[src/rtl/scan_decoder.sv]
// scan_decoder: registered binary-to-one-hot select driver for the pad/LED matrix.
// Manual mode decodes din; scan mode steps sel every max(div, BLANK)+1 cycles.
module scan_decoder #(
    parameter int SEL_W = 2,
    parameter int DIV_W = 8,
    parameter int BLANK = 1
) (
    input  logic                   clk,
    input  logic                   rst_n,
    input  logic                   en,
    input  logic                   mode,
    input  logic [SEL_W-1:0]       din,
    input  logic [DIV_W-1:0]       div,
    output logic [(1<<SEL_W)-1:0]  q,
    output logic [SEL_W-1:0]       sel,
    output logic                   tick,
    output logic                   wrap
);
    localparam int N = 1 << SEL_W;
    localparam logic [SEL_W-1:0] SEL_LAST = SEL_W'(N - 1);

    logic [DIV_W-1:0] cnt;
    logic [DIV_W-1:0] cnt_nxt;
    logic [DIV_W-1:0] deff;
    logic [SEL_W-1:0] sel_nxt;
    logic [SEL_W-1:0] sel_inc;
    logic [N-1:0]     q_nxt;
    logic             tick_nxt;
    logic             wrap_nxt;
    logic             step;

    function automatic logic [N-1:0] onehot(input logic [SEL_W-1:0] idx);
        logic [N-1:0] r;
        r      = '0;
        r[idx] = 1'b1;
        return r;
    endfunction

    // With blanking enabled a zero divisor would leave q permanently blank,
    // so the effective period is never shorter than one blank + one lit cycle.
    assign deff    = ((BLANK != 0) && (div == '0)) ? DIV_W'(1) : div;
    // >= so that lowering div below the running count steps at once.
    assign step    = (cnt >= deff);
    assign sel_inc = sel + SEL_W'(1);

    always_comb begin
        q_nxt    = '0;
        sel_nxt  = sel;
        cnt_nxt  = cnt;
        tick_nxt = 1'b0;
        wrap_nxt = 1'b0;
        if (en) begin
            if (!mode) begin
                sel_nxt = din;
                q_nxt   = onehot(din);
                cnt_nxt = '0;
            end else if (step) begin
                sel_nxt  = sel_inc;
                cnt_nxt  = '0;
                tick_nxt = 1'b1;
                wrap_nxt = (sel == SEL_LAST);
                q_nxt    = (BLANK != 0) ? '0 : onehot(sel_inc);
            end else begin
                cnt_nxt = cnt + DIV_W'(1);
                q_nxt   = onehot(sel);
            end
        end
    end

    always_ff @(posedge clk or negedge rst_n) begin
        if (!rst_n) begin
            q    <= '0;
            sel  <= '0;
            cnt  <= '0;
            tick <= 1'b0;
            wrap <= 1'b0;
        end else begin
            q    <= q_nxt;
            sel  <= sel_nxt;
            cnt  <= cnt_nxt;
            tick <= tick_nxt;
            wrap <= wrap_nxt;
        end
    end
endmodule
[config.mk]
export PLATFORM = sky130hd
export DESIGN_NAME = scan_decoder
export DESIGN_NICKNAME = d
export VERILOG_FILES = /design/src/rtl/scan_decoder.sv
export SDC_FILE = /design/constraint.sdc
export NUM_CORES = 1
export LEC_CHECK = 0
export CAP_MARGIN = 15
export CORE_MARGIN = 4
export CORE_UTILIZATION = 40
export CTS_CLUSTER_SIZE = 20
export DETAILED_ROUTE_END_ITERATION = 7
export PLACE_DENSITY_LB_ADDON = 0.2
export SYNTH_ARGS = -nofsm -noshare
export SYNTH_HDL_FRONTEND = slang
export SYNTH_SLANG_ARGS = --single-unit
export TNS_END_PERCENT = 20
[constraint.sdc]
create_clock -name clk -period 2 [get_ports clk]
set_input_delay 0.3 -clock clk [delete_from_list [all_inputs] [get_ports clk]]
set_output_delay 0.3 -clock clk [all_outputs]
set_load 0.02 [all_outputs]
==> metrics.cfg, run 1 <==
[power]
sw_frac_of_total=0.321
clkPwrFrac=0.249
switchingPower_uw=280
p_leak_uw=0.000704
peakVddDrop_mv=0.502
pwr-share-comb=0.309
power-per-cell-area_mw_per_mm2=604
intPower_uw=591
pwr-share-seq=0.442

[timing]
worst_pin_slew_ps=423
min_period_over_period=0.958
finalHoldViolCount=0
rsz0062_at_grt=false
clock_skew_ps=5.09
setup_viol=0
finalMaxSlewViolations=0
setup_tns_ps=0
min_period_ps=1920
fmax_mhz=522
maxSlewHeadroom=0.715

[global_route]
antenna_found_initial=0
grt_usage=0.155
grt_pass1_wl_um=4130
grt_pass1_vias=896
overflow=0
grt_max_degree=17

[yosys]
ys_seq_elements=16
synth_cells=111
synth_flop_cell=dfrtp_1
synth_xor_area_frac=0.0242
synth_compound_area_frac=0.178
synth.area.mux_share=0.00921
synth-simple-area-share=0.174
synth_top_family_by_area=compound AO/OA/AOI/OAI gates
syn_avg_cell_area_um2=9.80
synth-edff-count=0
yosys_warnings=0
synth_fa_ha_area_frac=0.150
ys_async_sr_fraction=1.00
yosysSeqAreaShare=0.368
synthDistinctLibCells=38
synth_nets=138
netlist_area_mm2=0.00109

[clock_network]
cts_hold_buf=0
cts_buffers=3
clk_path_buf_depth=2
clk_pin_slew_worst_paths_ps=100
htreeDepth=1
insertion_delay_ps=290
cts_tree=built
root_buffer=clkbuf_4
cts_num_sinks=16

[critical_path]
start_kind=primary input
reg2reg_depth=6
critical_path.max_fanout=5
r2r_setup_slack_ps=180
path_class=primary input to flip-flop
cp.required_ps=2230
crit_slowest_cell=clkdlybuf4s50_1
cp_num_cells=8
max_stage_delay_ps=450
worst_setup_path_end_kind=flip-flop
r2r-start=cnt[2]$_DFFE_PN0P_
worstSetupEndpoint=sel[0]$_DFFE_PN0P_
cp_top_family=compound AO/OA/AOI/OAI gates
crit_buf_inv=2
startpoint=div[2]
cp.arrival_ps=2140
reg2reg_to=sel[1]$_DFFE_PN0P_
path_cells=clkdlybuf4s50_1, inv_1, a41o_1, ha_1, o21ai_2, a211o_4, a21oi_4, o2bb2ai_1

[cells_and_area]
drive_gt1_frac=0.183
n_fill_cell=232
area_growth_pct=32.5
layout_commonest_cell=clkdlybuf4s50_1
layout.nets=170
diodes=0
layout_common_cells=18 x clkdlybuf4s50_1, 16 x dfrtp_1, 14 x inv_1
final_area_mm2=0.00144

[die]
rows=18
dieHeight_um=60.1
ioPinCount=22
dieArea_mm2=0.00362
core-area_mm2=0.00254
start_util=0.427
die_w_um=60.1

[route]
wl_per_cell_um=13.9
drcViolationCount=0
dr_total_vias=916
viasPerCell=5.33
drt_wl_total_um=2380
drt-initial-drc-count=44
dr.pass1.iters=4
ant_nets=0

[placed_design]
gp_congestion=0.855
io_buffers=21
dp_hpwl_um=1780
placed_area_mm2=0.00135

[status]
status=finished, final reports clean

[min_path]
hold_class=primary input to async pin

[job]
max_cap_viol_count=0

[through the flow]
stage | util | hold slack, ps | power, µW | worst slack [ps] | std cells
CTS | 0.550 | 331 | 864 | -7.34 | 172
detailed placement | 0.530 | 552 | 635 | -345 | 167
finish | 0.566 | 324 | 870 | 84.7 | 172
floorplan | - | 4.41 | 527 | 266 | 111
global placement | 0.530 | 540 | 632 | -282 | 167
global route | 0.566 | 340 | 929 | 2.81 | 172
[sequential cells by signal, indices dropped and copies added (netlist names)]
register,flops
cnt,8
sel,2
q,4
wrap,1
tick,1
[synthesized netlist by cell type (all sizes together), types with 2 or more instances]
cell type | instances | share of area
o2bb2ai | 3 | 0.024
xor2 | 2 | 0.016
buf | 2 | 0.029
nand3 | 9 | 0.053
a31oi | 2 | 0.012
dfrtp | 16 | 0.37
and2 | 2 | 0.013
a21oi | 8 | 0.061
or3 | 2 | 0.012
nor4 | 2 | 0.012
o21ai | 2 | 0.0092
inv | 15 | 0.052
ha | 13 | 0.15
nand2 | 7 | 0.024
nor2 | 8 | 0.028
o22ai | 2 | 0.012
[worst register-to-register path, cell delays in order (launching register included)]
cell,delay [ps]
dfrtp_1,440
ha_1,300
or3_1,360
a21oi_2,210
a211o_4,190
a21oi_4,90
a2bb2oi_2,130
[final cells by class]
| type | instances | area [µm²] | area share |
|---|---|---|---|
| inverters | 16 | 60.1 | 0.0417 |
| clock buffers | 4 | 36.3 | 0.0252 |
| flip-flops and latches | 16 | 400 | 0.278 |
| multi-input cells | 77 | 628 | 0.436 |
| well taps | 30 | 37.5 | 0.0261 |
| repair buffers | 29 | 278 | 0.193 |
[cell families after synthesis]
family	count (synthesis)
flops	16
fa+ha+maj	13
buf+inv	19
simple gates	35
mux	1
compound gates	24
xor+xnor	3
[metal layers]
| metal | track usage | share of wire |
|---|---|---|
| met1 | 0.198 | 0.43 |
| met2 | 0.244 | 0.51 |
| met3 | 0.0432 | 0.037 |
| met4 | 0.0665 | 0.017 |
| met5 | 0 | 0 |
[how the worst min path moves through the flow]
stage | endpoint | slack, ps | depth (start not counted)
2_1_floorplan | cnt[0]$_DFFE_PN0P_ | 4 | 0
5_1_grt | cnt[6]$_DFFE_PN0P_ | 340 | 2
4_1_cts | cnt[0]$_DFFE_PN0P_ | 330 | 2
3_3_place_gp | cnt[7]$_DFFE_PN0P_ | 540 | 2
3_5_place_dp | cnt[7]$_DFFE_PN0P_ | 550 | 2
6_report | cnt[6]$_DFFE_PN0P_ | 320 | 2
[power groups by stage]
stage,clock (µW),sequential [µW],combinational [µW]
after floorplan,0,404,123
after global placement,0,391,241
after detailed placement,0,391,244
after CTS,222,385,257
after global routing,234,390,304
final,217,385,269
[timing repair]
item,CTS,global route
gates resized for setup,2,10
endpoints found under the setup margin,7,15
hold endpoints to repair,0,0
buffers inserted,0,0
gates cloned,1,0
pin swaps,2,6
No activity file was read; power rests on OpenSTA's default activity.
==> run 2, diff against run 1 <==
CORE_MARGIN = default   (was 4)
clock period = 1.9 ns   (was 2 ns; I/O delays follow)
==> metrics.cfg, run 2 (synthesis results as in run 1) <==
[timing]
clock_skew_ps=3.00  ; was 5.09 ps
maxSlewHeadroom=0.740  ; was 0.715
setup_viol=0  ; unchanged
min_period_ps=1800
finalMaxSlewViolations=0  ; unchanged
worst_pin_slew_ps=387  ; was 423 ps
finalHoldViolCount=0  ; unchanged
rsz0062_at_grt=false  ; unchanged
fmax_mhz=556
whs_ps=305  ; was 324 ps
min_period_over_period=0.946

[route]
ant_nets=0  ; unchanged
viasPerCell=5.22  ; was 5.33
drt_wl_total_um=2410  ; was 2380 µm
dr_total_vias=924  ; was 916
drt-initial-drc-count=10  ; was 44
drcViolationCount=0  ; unchanged
wl_per_cell_um=13.6  ; was 13.9 µm
dr.pass1.iters=4  ; unchanged

[status]
status=finished, final reports clean  ; unchanged

[cells_and_area]
layout.nets=175  ; was 170
drive_gt1_frac=0.259  ; was 0.183
regMostFlops=cnt  ; unchanged
n_fill_cell=217  ; was 232
largest_reg_flops=8  ; unchanged
area_growth_pct=37.6  ; was 32.5%
layout_common_cells=15 x dfrtp_1, 14 x clkdlybuf4s50_1, 13 x inv_1, 13 x ha_1, 13 x buf_4  ; was 18 x clkdlybuf4s50_1, 16 x dfrtp_1, 14 x inv_1
layout_top_registers=cnt (8), q (4), sel (2)  ; unchanged
seq_area_um2=402  ; was 400 µm²
diodes=0  ; unchanged
layout_commonest_cell=dfrtp_1  ; was clkdlybuf4s50_1
stdcell_count=177  ; was 172
multi_input_area_um2=654  ; was 628 µm²

[die]
dieArea_mm2=0.00293  ; was 0.00362 mm²
core-area_mm2=0.00252  ; was 0.00254 mm²
die_w_um=54.1  ; was 60.1 µm
ioPinCount=22  ; unchanged
dieHeight_um=54.1  ; was 60.1 µm
rows=18  ; unchanged
start_util=0.431  ; was 0.427

[global_route]
overflow=0  ; unchanged
grt_pass1_vias=896  ; unchanged
grt_pass1_wl_um=3970  ; was 4130 µm
grt_usage=0.194  ; was 0.155
grt_max_degree=17  ; unchanged
antenna_found_initial=0  ; unchanged

[placed_design]
gp_congestion=0.845  ; was 0.855
io_buffers=21  ; unchanged
dpl.cell_count=171  ; was 167
dp_hpwl_um=1810  ; was 1780 µm

[critical_path]
r2r_setup_slack_ps=100  ; was 180 ps
reg2reg_to=cnt[2]$_DFFE_PN0P_  ; was sel[1]$_DFFE_PN0P_
reg2reg_depth=6  ; unchanged
start_kind=flip-flop  ; was primary input
cp.required_ps=2100  ; was 2230 ps
worst_setup_path_end_kind=flip-flop  ; unchanged
cp.arrival_ps=2000  ; was 2140 ps
r2r-start=cnt[6]$_DFFE_PN0P_  ; was cnt[2]$_DFFE_PN0P_
critical_path.max_fanout=8  ; was 5
path_class=flip-flop to flip-flop  ; was primary input to flip-flop

[job]
max_cap_viol_count=0  ; unchanged

[power]
p_leak_uw=0.000728  ; was 0.000704 µW
power-per-cell-area_mw_per_mm2=618  ; was 604 mW/mm²
peakVddDrop_mv=0.764  ; was 0.502 mV
power_uw=925  ; was 870 µW

[min_path]
hold_class=primary input to async pin  ; unchanged

[clock_network]
clk_path_buf_depth=2  ; unchanged
insertion_delay_ps=280  ; was 290 ps
cts_buffers=3  ; unchanged
clk_pin_slew_worst_paths_ps=90  ; was 100 ps
cts_hold_buf=0  ; unchanged
cts_tree=built  ; unchanged
root_buffer=clkbuf_4  ; unchanged
htreeDepth=1  ; unchanged
cts_num_sinks=16  ; unchanged

[run 2: cell count changes in the layout (fill, tap and decap cells not counted), moves of 2 or more]
cell	before	now
o22ai_1	2	0
dlygate4sd2_1	0	5
clkdlybuf4s50_1	18	14
o22ai_2	0	2
buf_4	8	13
[run 2: report_power, final]
| group | switching (µW) | internal, µW |
|---|---|---|
| logic | 155 | 149 |
| registers | 33.5 | 369 |
| clock network | 101 | 117 |
| total | 290 | 635 |
[run 2: worst max-delay path, cell delays in order, from the launching register on]
cell and delay (ps):
dfrtp_1 420, ha_1 320, a21o_1 190, a21oi_2 170, and2_2 320, nand3_4 130, o22ai_2 170
[run 2: worst max path at each step]
stage,startpoint,to,slack (ps),cells past startpoint
floorplan,div[3],cnt[2]$_DFFE_PN0P_,180,8
global placement,div[4],sel[0]$_DFFE_PN0P_,-370,8
detailed placement,div[3],cnt[4]$_DFFE_PN0P_,-440,8
CTS,div[1],sel[1]$_DFFE_PN0P_,6,8
global route,cnt[2]$_DFFE_PN0P_,cnt[2]$_DFFE_PN0P_,10,6
finish,cnt[6]$_DFFE_PN0P_,cnt[2]$_DFFE_PN0P_,100,6
[run 2: cell type report]
type                    instances  share of cell area
well taps                      30              0.0251
repair buffers                 34               0.205
flip-flops and latches         16               0.268
multi-input cells              77               0.437
inverters                      16              0.0401
clock buffers                   4              0.0242
[run 2: timing repair]
item                       in CTS  in global routing
gates resized for setup        14                  8
pin swaps                       7                  8
setup buffers                   1                  0
setup endpoints to repair      15                 12
gates cloned                    1                  0
[run 2: per-stage QoR]
step                      cell area [µm²]   util  setup WS (ps)  TNS, ps
after CTS                            1470  0.583           6.12        0
after global routing                 1500  0.593           13.2        0
final                                1500  0.593            102        0
after global placement               1380  0.547           -366    -5140
after detailed placement             1380  0.547           -443    -5980
after floorplan                      1090      -            181        0
[run 2: per-layer routing]
layer  track usage  up-vias  routed length, µm
met2         0.319       16               1180
met3        0.0593        4                 76
met4        0.0385        0                 39
met1         0.249      442               1110
li1              -      462                  -
met5             0        -                  0
